==> src/rtl/mem_store_buffer_pkg.sv <==
// mem_pkg: shared types and constants for the store buffer and its forwarding merge.
package mem_pkg;

  // Word-address field wide enough for any supported ADDR_W (ADDR_W - 2 <= 62).
  localparam int SB_WADDR_W = 62;

  // Byte-lane masks for the 4-byte write select.
  localparam logic [3:0] SB_BYTE0     = 4'b0001;
  localparam logic [3:0] SB_BYTE1     = 4'b0010;
  localparam logic [3:0] SB_BYTE2     = 4'b0100;
  localparam logic [3:0] SB_BYTE3     = 4'b1000;
  localparam logic [3:0] SB_WSEL_NONE = 4'b0000;
  localparam logic [3:0] SB_WSEL_ALL  = 4'b1111;

  typedef struct packed {
    logic [SB_WADDR_W-1:0] waddr;
    logic [31:0]           data;
    logic [3:0]            wsel;
  } sb_entry_t;

endpackage

==> src/rtl/mem_store_buffer_if.sv <==
// Drain bus from the store buffer to the data SRAM.
interface mem_store_buffer_if #(
  parameter int ADDR_W = 32
);
  logic              mem_req;
  logic [ADDR_W-1:0] mem_addr;
  logic [31:0]       mem_wdata;
  logic [3:0]        mem_wsel;
  logic              mem_ack;

  modport master (output mem_req, output mem_addr, output mem_wdata, output mem_wsel,
                  input mem_ack);
  modport slave  (input mem_req, input mem_addr, input mem_wdata, input mem_wsel,
                  output mem_ack);
endinterface

==> src/rtl/mem_store_buffer_fwd.sv <==
// sb_fwd_merge: per-byte youngest-match selection for load forwarding.
// Entries arrive ordered oldest (index 0) to youngest; a later match overrides an earlier one.
module sb_fwd_merge
  import mem_pkg::*;
#(
  parameter int DEPTH = 4
) (
  input  sb_entry_t [DEPTH-1:0] ent_i,
  input  logic [DEPTH-1:0]      vld_i,
  input  logic                  ld_valid,
  input  logic [SB_WADDR_W-1:0] ld_waddr,
  output logic [31:0]           fwd_data,
  output logic [3:0]            fwd_mask
);

  // Walk entries oldest to youngest so the youngest writer of each byte wins.
  always_comb begin
    fwd_data = '0;
    fwd_mask = SB_WSEL_NONE;
    if (ld_valid) begin
      for (int k = 0; k < DEPTH; k++) begin
        if (vld_i[k] && (ent_i[k].waddr == ld_waddr)) begin
          for (int b = 0; b < 4; b++) begin
            if (ent_i[k].wsel[b]) begin
              fwd_data[8*b +: 8] = ent_i[k].data[8*b +: 8];
              fwd_mask[b]        = 1'b1;
            end
          end
        end
      end
    end
  end

endmodule

==> src/rtl/mem_store_buffer.sv <==
// mem_store_buffer: multi-lane store buffer with in-order drain and load forwarding.
// Optional LL/SC reservation bit enabled by defining MEM_LLSC_EN; SC rides on lane 0.
module mem_store_buffer
  import mem_pkg::*;
#(
  parameter int LANES  = 2,
  parameter int DEPTH  = 4,
  parameter int ADDR_W = 32
) (
  input  logic                         clk,
  input  logic                         rst,
  input  logic [LANES-1:0]             st_valid,
  input  logic [LANES-1:0][ADDR_W-1:0] st_addr,
  input  logic [LANES-1:0][31:0]       st_wdata,
  input  logic [LANES-1:0][3:0]        st_wsel,
  output logic                         st_ready,
  input  logic                         ld_valid,
  input  logic [ADDR_W-1:0]            ld_addr,
  output logic [31:0]                  ld_fwd_data,
  output logic [3:0]                   ld_fwd_mask,
  mem_store_buffer_if.master           mem,
  input  logic                         ll_valid,
  input  logic                         sc_valid,
  input  logic                         llbit_clr,
  output logic                         sc_success,
  output logic                         empty
);

  localparam int PTR_W = $clog2(DEPTH);
  localparam int CNT_W = $clog2(DEPTH + 1);
  localparam logic [CNT_W-1:0] DEPTH_C = CNT_W'(DEPTH);
  localparam logic [CNT_W-1:0] LANES_C = CNT_W'(LANES);

  sb_entry_t [DEPTH-1:0] entries_q, entries_d;
  logic [PTR_W-1:0]      head_q, head_d, tail_q, tail_d;
  logic [CNT_W-1:0]      count_q, count_d, n_acc;
  logic [LANES-1:0]      acc;
  logic                  pop;
  sb_entry_t             head_e;
  sb_entry_t [DEPTH-1:0] ord;
  logic [DEPTH-1:0]      ord_vld;
  logic                  unused_lo;

  assign st_ready = (DEPTH_C - count_q) >= LANES_C;
  assign empty    = (count_q == '0);
  assign pop      = mem.mem_req & mem.mem_ack;

  assign head_e        = entries_q[head_q];
  assign mem.mem_req   = !empty;
  assign mem.mem_addr  = {head_e.waddr[ADDR_W-3:0], 2'b00};
  assign mem.mem_wdata = head_e.data;
  assign mem.mem_wsel  = head_e.wsel;

  // Lane acceptance: needs room, a non-empty byte select, and a live reservation for SC.
  always_comb begin
    acc = '0;
    for (int i = 0; i < LANES; i++) begin
      acc[i] = st_valid[i] & st_ready & (st_wsel[i] != SB_WSEL_NONE);
    end
    if (sc_valid && !sc_success) acc[0] = 1'b0;
  end

  // Enqueue accepted lanes in lane order at the tail; pointers wrap naturally.
  always_comb begin
    entries_d = entries_q;
    tail_d    = tail_q;
    n_acc     = '0;
    for (int i = 0; i < LANES; i++) begin
      if (acc[i]) begin
        entries_d[tail_d].waddr = SB_WADDR_W'(st_addr[i][ADDR_W-1:2]);
        entries_d[tail_d].data  = st_wdata[i];
        entries_d[tail_d].wsel  = st_wsel[i];
        tail_d = tail_d + PTR_W'(1);
        n_acc  = n_acc + CNT_W'(1);
      end
    end
    head_d  = head_q + PTR_W'(pop);
    count_d = count_q + n_acc - CNT_W'(pop);
  end

  // Buffer bookkeeping registers.
  always_ff @(posedge clk or posedge rst) begin
    if (rst) begin
      head_q  <= '0;
      tail_q  <= '0;
      count_q <= '0;
    end else begin
      head_q  <= head_d;
      tail_q  <= tail_d;
      count_q <= count_d;
    end
  end

  // Entry payload storage; contents are don't-care until written.
  always_ff @(posedge clk) begin
    entries_q <= entries_d;
  end

  // Present registered entries oldest-first; same-cycle stores are not yet visible.
  always_comb begin
    for (int k = 0; k < DEPTH; k++) begin
      ord[k]     = entries_q[head_q + PTR_W'(k)];
      ord_vld[k] = (CNT_W'(k) < count_q);
    end
  end

  sb_fwd_merge #(.DEPTH(DEPTH)) u_fwd (
    .ent_i    (ord),
    .vld_i    (ord_vld),
    .ld_valid (ld_valid),
    .ld_waddr (SB_WADDR_W'(ld_addr[ADDR_W-1:2])),
    .fwd_data (ld_fwd_data),
    .fwd_mask (ld_fwd_mask)
  );

  // Byte-offset address bits are irrelevant to word-granular buffering.
  always_comb begin
    unused_lo = ^ld_addr[1:0];
    for (int i = 0; i < LANES; i++) unused_lo = unused_lo ^ (^st_addr[i][1:0]);
  end

`ifdef MEM_LLSC_EN
  logic llbit_q, llbit_d;

  // Reservation bit: set by LL, consumed by a successful SC, clear has priority.
  always_comb begin
    llbit_d = llbit_q;
    if (ll_valid)            llbit_d = 1'b1;
    if (sc_valid && acc[0])  llbit_d = 1'b0;
    if (llbit_clr)           llbit_d = 1'b0;
  end

  // Reservation register.
  always_ff @(posedge clk or posedge rst) begin
    if (rst) llbit_q <= 1'b0;
    else     llbit_q <= llbit_d;
  end

  assign sc_success = llbit_q;
`else
  logic unused_llsc;
  assign unused_llsc = ll_valid ^ llbit_clr;
  assign sc_success  = 1'b1;
`endif

endmodule

==> src/flat_wrapper.sv <==
// flat-port wrapper written by rule: the top's interface ports become plain ports
module mem_store_buffer_flat import mem_pkg::*;
#(
  parameter int LANES  = 2,
  parameter int DEPTH  = 4,
  parameter int ADDR_W = 32
)
  (clk, rst, st_valid, st_addr, st_wdata, st_wsel, st_ready, ld_valid, ld_addr, ld_fwd_data, ld_fwd_mask, ll_valid, sc_valid, llbit_clr, sc_success, empty, mem_mem_req, mem_mem_addr, mem_mem_wdata, mem_mem_wsel, mem_mem_ack);
  mem_store_buffer_if #(.ADDR_W(ADDR_W)) mem_i ();
  input  logic clk;
  input  logic rst;
  input  logic [LANES-1:0] st_valid;
  input  logic [LANES-1:0][ADDR_W-1:0] st_addr;
  input  logic [LANES-1:0][31:0] st_wdata;
  input  logic [LANES-1:0][3:0] st_wsel;
  output logic st_ready;
  input  logic ld_valid;
  input  logic [ADDR_W-1:0] ld_addr;
  output logic [31:0] ld_fwd_data;
  output logic [3:0] ld_fwd_mask;
  input  logic ll_valid;
  input  logic sc_valid;
  input  logic llbit_clr;
  output logic sc_success;
  output logic empty;
  output wire logic [$bits(mem_i.mem_req)-1:0] mem_mem_req;
  output wire logic [$bits(mem_i.mem_addr)-1:0] mem_mem_addr;
  output wire logic [$bits(mem_i.mem_wdata)-1:0] mem_mem_wdata;
  output wire logic [$bits(mem_i.mem_wsel)-1:0] mem_mem_wsel;
  input wire logic [$bits(mem_i.mem_ack)-1:0] mem_mem_ack;
  assign mem_mem_req = mem_i.mem_req;
  assign mem_mem_addr = mem_i.mem_addr;
  assign mem_mem_wdata = mem_i.mem_wdata;
  assign mem_mem_wsel = mem_i.mem_wsel;
  assign mem_i.mem_ack = mem_mem_ack;
  mem_store_buffer #(.LANES(LANES), .DEPTH(DEPTH), .ADDR_W(ADDR_W)) u_core (.clk(clk), .rst(rst), .st_valid(st_valid), .st_addr(st_addr), .st_wdata(st_wdata), .st_wsel(st_wsel), .st_ready(st_ready), .ld_valid(ld_valid), .ld_addr(ld_addr), .ld_fwd_data(ld_fwd_data), .ld_fwd_mask(ld_fwd_mask), .mem(mem_i), .ll_valid(ll_valid), .sc_valid(sc_valid), .llbit_clr(llbit_clr), .sc_success(sc_success), .empty(empty));
endmodule
==> config.mk <==
export PLATFORM = sky130hd
export DESIGN_NAME = mem_store_buffer_flat
export DESIGN_NICKNAME = d
export VERILOG_FILES = /design/src/rtl/mem_store_buffer_pkg.sv /design/src/rtl/mem_store_buffer_if.sv /design/src/rtl/mem_store_buffer_fwd.sv /design/src/rtl/mem_store_buffer.sv /design/src/flat_wrapper.sv
export SDC_FILE = /design/constraint.sdc
export NUM_CORES = 1
export LEC_CHECK = 0
export CORE_MARGIN = 5
export CORE_UTILIZATION = 35
export DETAILED_ROUTE_END_ITERATION = 10
export PLACE_DENSITY = 0.53
export SYNTH_ARGS = -nofsm -noshare
export SYNTH_HDL_FRONTEND = slang
export SYNTH_HIERARCHICAL = 1
export SYNTH_SLANG_ARGS = --single-unit
==> constraint.sdc <==
create_clock -name clk -period 5.3 [get_ports clk]
set_input_delay 1.59 -clock clk [delete_from_list [all_inputs] [get_ports clk]]
set_output_delay 1.59 -clock clk [all_outputs]
set_load 0.05 [all_outputs]
==> reports/qor.yml <==
status: "finished with violations"
violations: "negative setup slack"
drive_gt1_share_pct: 28.11
power_frac_seq_pct: 20.4
globalRouteMet2Util_pct: 38.34
nets: 3648
timing.hold.ws_ns: 0.5080
worstSetupEndpointType: "primary output"
start_util_pct: 35.20
wire_per_inst_um: 25.75
route.detailed.drc: 0
swShare_pct: 48.07
fin_skew_ns: 0.03538
syn_area_um2: 29360
die_h_um: 299.6
p_int_w: 0.01427
grt_pass1_vias: 25150
critPathRequiredTime_ns: 3.71
yosys_warnings: 6
ys_seq_area_share_pct: 27.32
min_path_type: "flip-flop to flip-flop"
cts_buffer_depth: 3
die_w_um: 299.6
drtIter0Drc: 3041
finalCritPeriodShare_pct: 111.9
wirelength_mm: 118.1
clk_pin_slew_ns: 0.06
rows: 106
gr-usage-met1_pct: 36.76
async_reset_ff_share_pct: 1.754
use_met3_pct: 5.280
grt_use_total_pct: 25.32
powerDensity_nw_per_um2: 714.9
antenna_found_initial: 17
irDropWorstVdd_v: 0.0004243
place_hpwl_mm: 82.71
fmax_mhz: 168.6
synth_cells: 3050
drv_cap: 0
grt_max_degree: 126
dp_slack_ns: -0.8831
clockRootBuffer: "clkbuf_16"
ios: 285
rsz0062_at_grt: "yes"
vias_per_cell: 5.887
synth_ff_type: "dfxtp_1"
final_common_cell: "nand2_1"
final_cell_mix: "547 x nand2_1, 392 x mux4_2, 392 x dfxtp_1"
ys_ff_latch: 399
hold_viol: 0
slew_headroom_pct: 20.24
power.share.combinational_pct: 66.3
nFillCells: 7764
leakagePower_nw: 14.72
die_area_um2: 89780
drtAntennaViolNets: 0
place_area_um2: 35070
dr.pass1.iters: 5
postCtsHoldBufs: 0
finalCriticalPeriod_ns: 5.931
p_clk_share_pct: 13.2
slew_violations: 0
path_class: "primary input to primary output"
syn_area_per_cell_um2: 9.627
cts.sinks: 399
seqCellArea_um2: 8030
fin_tns_setup_ns: -20.44
place_congestion: 0.9517
worstMarginPinSlew_ns: 1.194
switching_power_w: 0.01321
synth_edf_count: 0
path_max_fanout: 8
yosysUniqueCellTypes: 58
worst_slack_ns: -0.6309
design_area_um2: 38430
top_usage_layer: "met2"
finalSetupViolations: 36
crit_arrival_ns: 4.34
crit_path_start_kind: "primary input"
gr-total-overflow: 0
cts_buffers: 50
cts_tree: "yes"
port_buffers: 272
multi_input_comb_area_um2: 20930
area_growth_syn_to_layout_pct: 30.89
vias: 26990
cts-htree-levels: 2
clk_latency_ns: 0.61
core-area_um2: 83420
grt_pass1_wl_mm: 173.3
==> per-stage QoR <==
stage	instances	util, %	power [W]
after CTS	4571	45.76	0.02719
final	4584	46.07	0.02747
after global routing	4581	46.06	0.02879
after floorplan	3173	-	0.01768
after detailed placement	4439	42.04	0.02296
after global placement	4439	42.04	0.02279
==> timing repair <==
item                                    in CTS  in global routing
gates resized for setup                    184                 37
gates cloned                                11                  1
setup buffers                               41                  4
pin swaps                                   78                 12
endpoints found under the setup margin      36                 41
==> final timing paths <==
check	from	end	slack, ns	cells after the start
max	ld_addr[29]	ld_fwd_data[16]	-0.63	13
min	u_core/entries_q[289]$_DFF_P_	u_core/entries_q[289]$_DFF_P_	0.51	1
max reg2reg	u_core/count_q[0]$_DFF_PP0_	u_core/entries_q[376]$_DFF_P_	1.15	12
min reg2reg	u_core/entries_q[289]$_DFF_P_	u_core/entries_q[289]$_DFF_P_	0.51	1
max in group asynchronous	rst	u_core/head_q[0]$_DFF_PP0_	3.74	2
min in group asynchronous	rst	u_core/head_q[1]$_DFF_PP0_	1.30	2
==> layer usage <==
metal,routed length [µm],up-vias
met5,97,-
met1,50130,13470
met4,3558,14
met3,11510,184
li1,-,11960
met2,52770,1350
==> synthesized netlist by cell type (19+ instances only) <==
cell,number,area share [%]
a311oi_1,32,0.95
nor4_1,29,0.62
buf_1,29,0.37
nand3_1,36,0.61
nor2_1,288,3.7
nand4_1,85,1.8
dfxtp_1,392,27
nor2b_1,137,2.9
buf_2,105,1.8
xnor2_1,105,3.1
a31oi_1,266,5.7
inv_1,47,0.60
nor3_1,66,1.1
clkbuf_1,95,1.2
mux4_2,392,30
xor2_1,101,3.0
o21ai_0,19,0.32
nand2_1,548,7.0
buf_4,85,2.2
buf_6,28,1.1
==> critical path, stage by stage <==
cell and delay (ns):
clkdlybuf4s50_1 0.50, buf_4 0.20, xnor2_1 0.25, nand4_1 0.13
nor2_1 0.20, and4_1 0.28, buf_6 0.15, buf_4 0.12
and4_1 0.26, buf_12 0.16, a311oi_2 0.05, o21ai_2 0.24
buf_6 0.19
==> flip-flops by register name, summed over array words and instances (netlist names) <==
name	flops
u_core/count_q	3
u_core/entries_q	392
u_core/head_q	2
u_core/tail_q	2
==> power groups by stage <==
| stage | sequential [W] | clock, W | combinational [W] |
|---|---|---|---|
| global route | 0.00579 | 0.00381 | 0.0192 |
| global placement | 0.00556 | 0 | 0.0172 |
| finish | 0.00562 | 0.00364 | 0.0182 |
| detailed placement | 0.00562 | 0 | 0.0173 |
| CTS | 0.00556 | 0.00368 | 0.0180 |
| floorplan | 0.00511 | 0 | 0.0126 |
==> cell families (layout without fill, tap and decap cells) <==
logic type / count (synthesis) / after routing / share of synthesized area (%)
flops: 399 / 399 / 27.32
xor+xnor: 207 / 207 / 6.200
buf+inv: 390 / 710 / 7.236
mux: 393 / 393 / 30.10
other cells: 2 / 135 / 0.02558
simple gates: 1235 / 1236 / 19.07
fa+ha+maj: 17 / 17 / 0.7500
compound gates: 407 / 407 / 9.290
==> cell type report <==
class | instances | share of cell area (%)
well taps | 1080 | 3.516
clock buffers | 69 | 3.861
repair buffers | 570 | 16.11
clock inverters | 23 | 0.6446
diodes | 10 | 0.06511
flip-flops and latches | 399 | 20.89
multi-input cells | 2385 | 54.45
inverters | 48 | 0.4688
No activity file was read; power rests on OpenSTA's default activity.
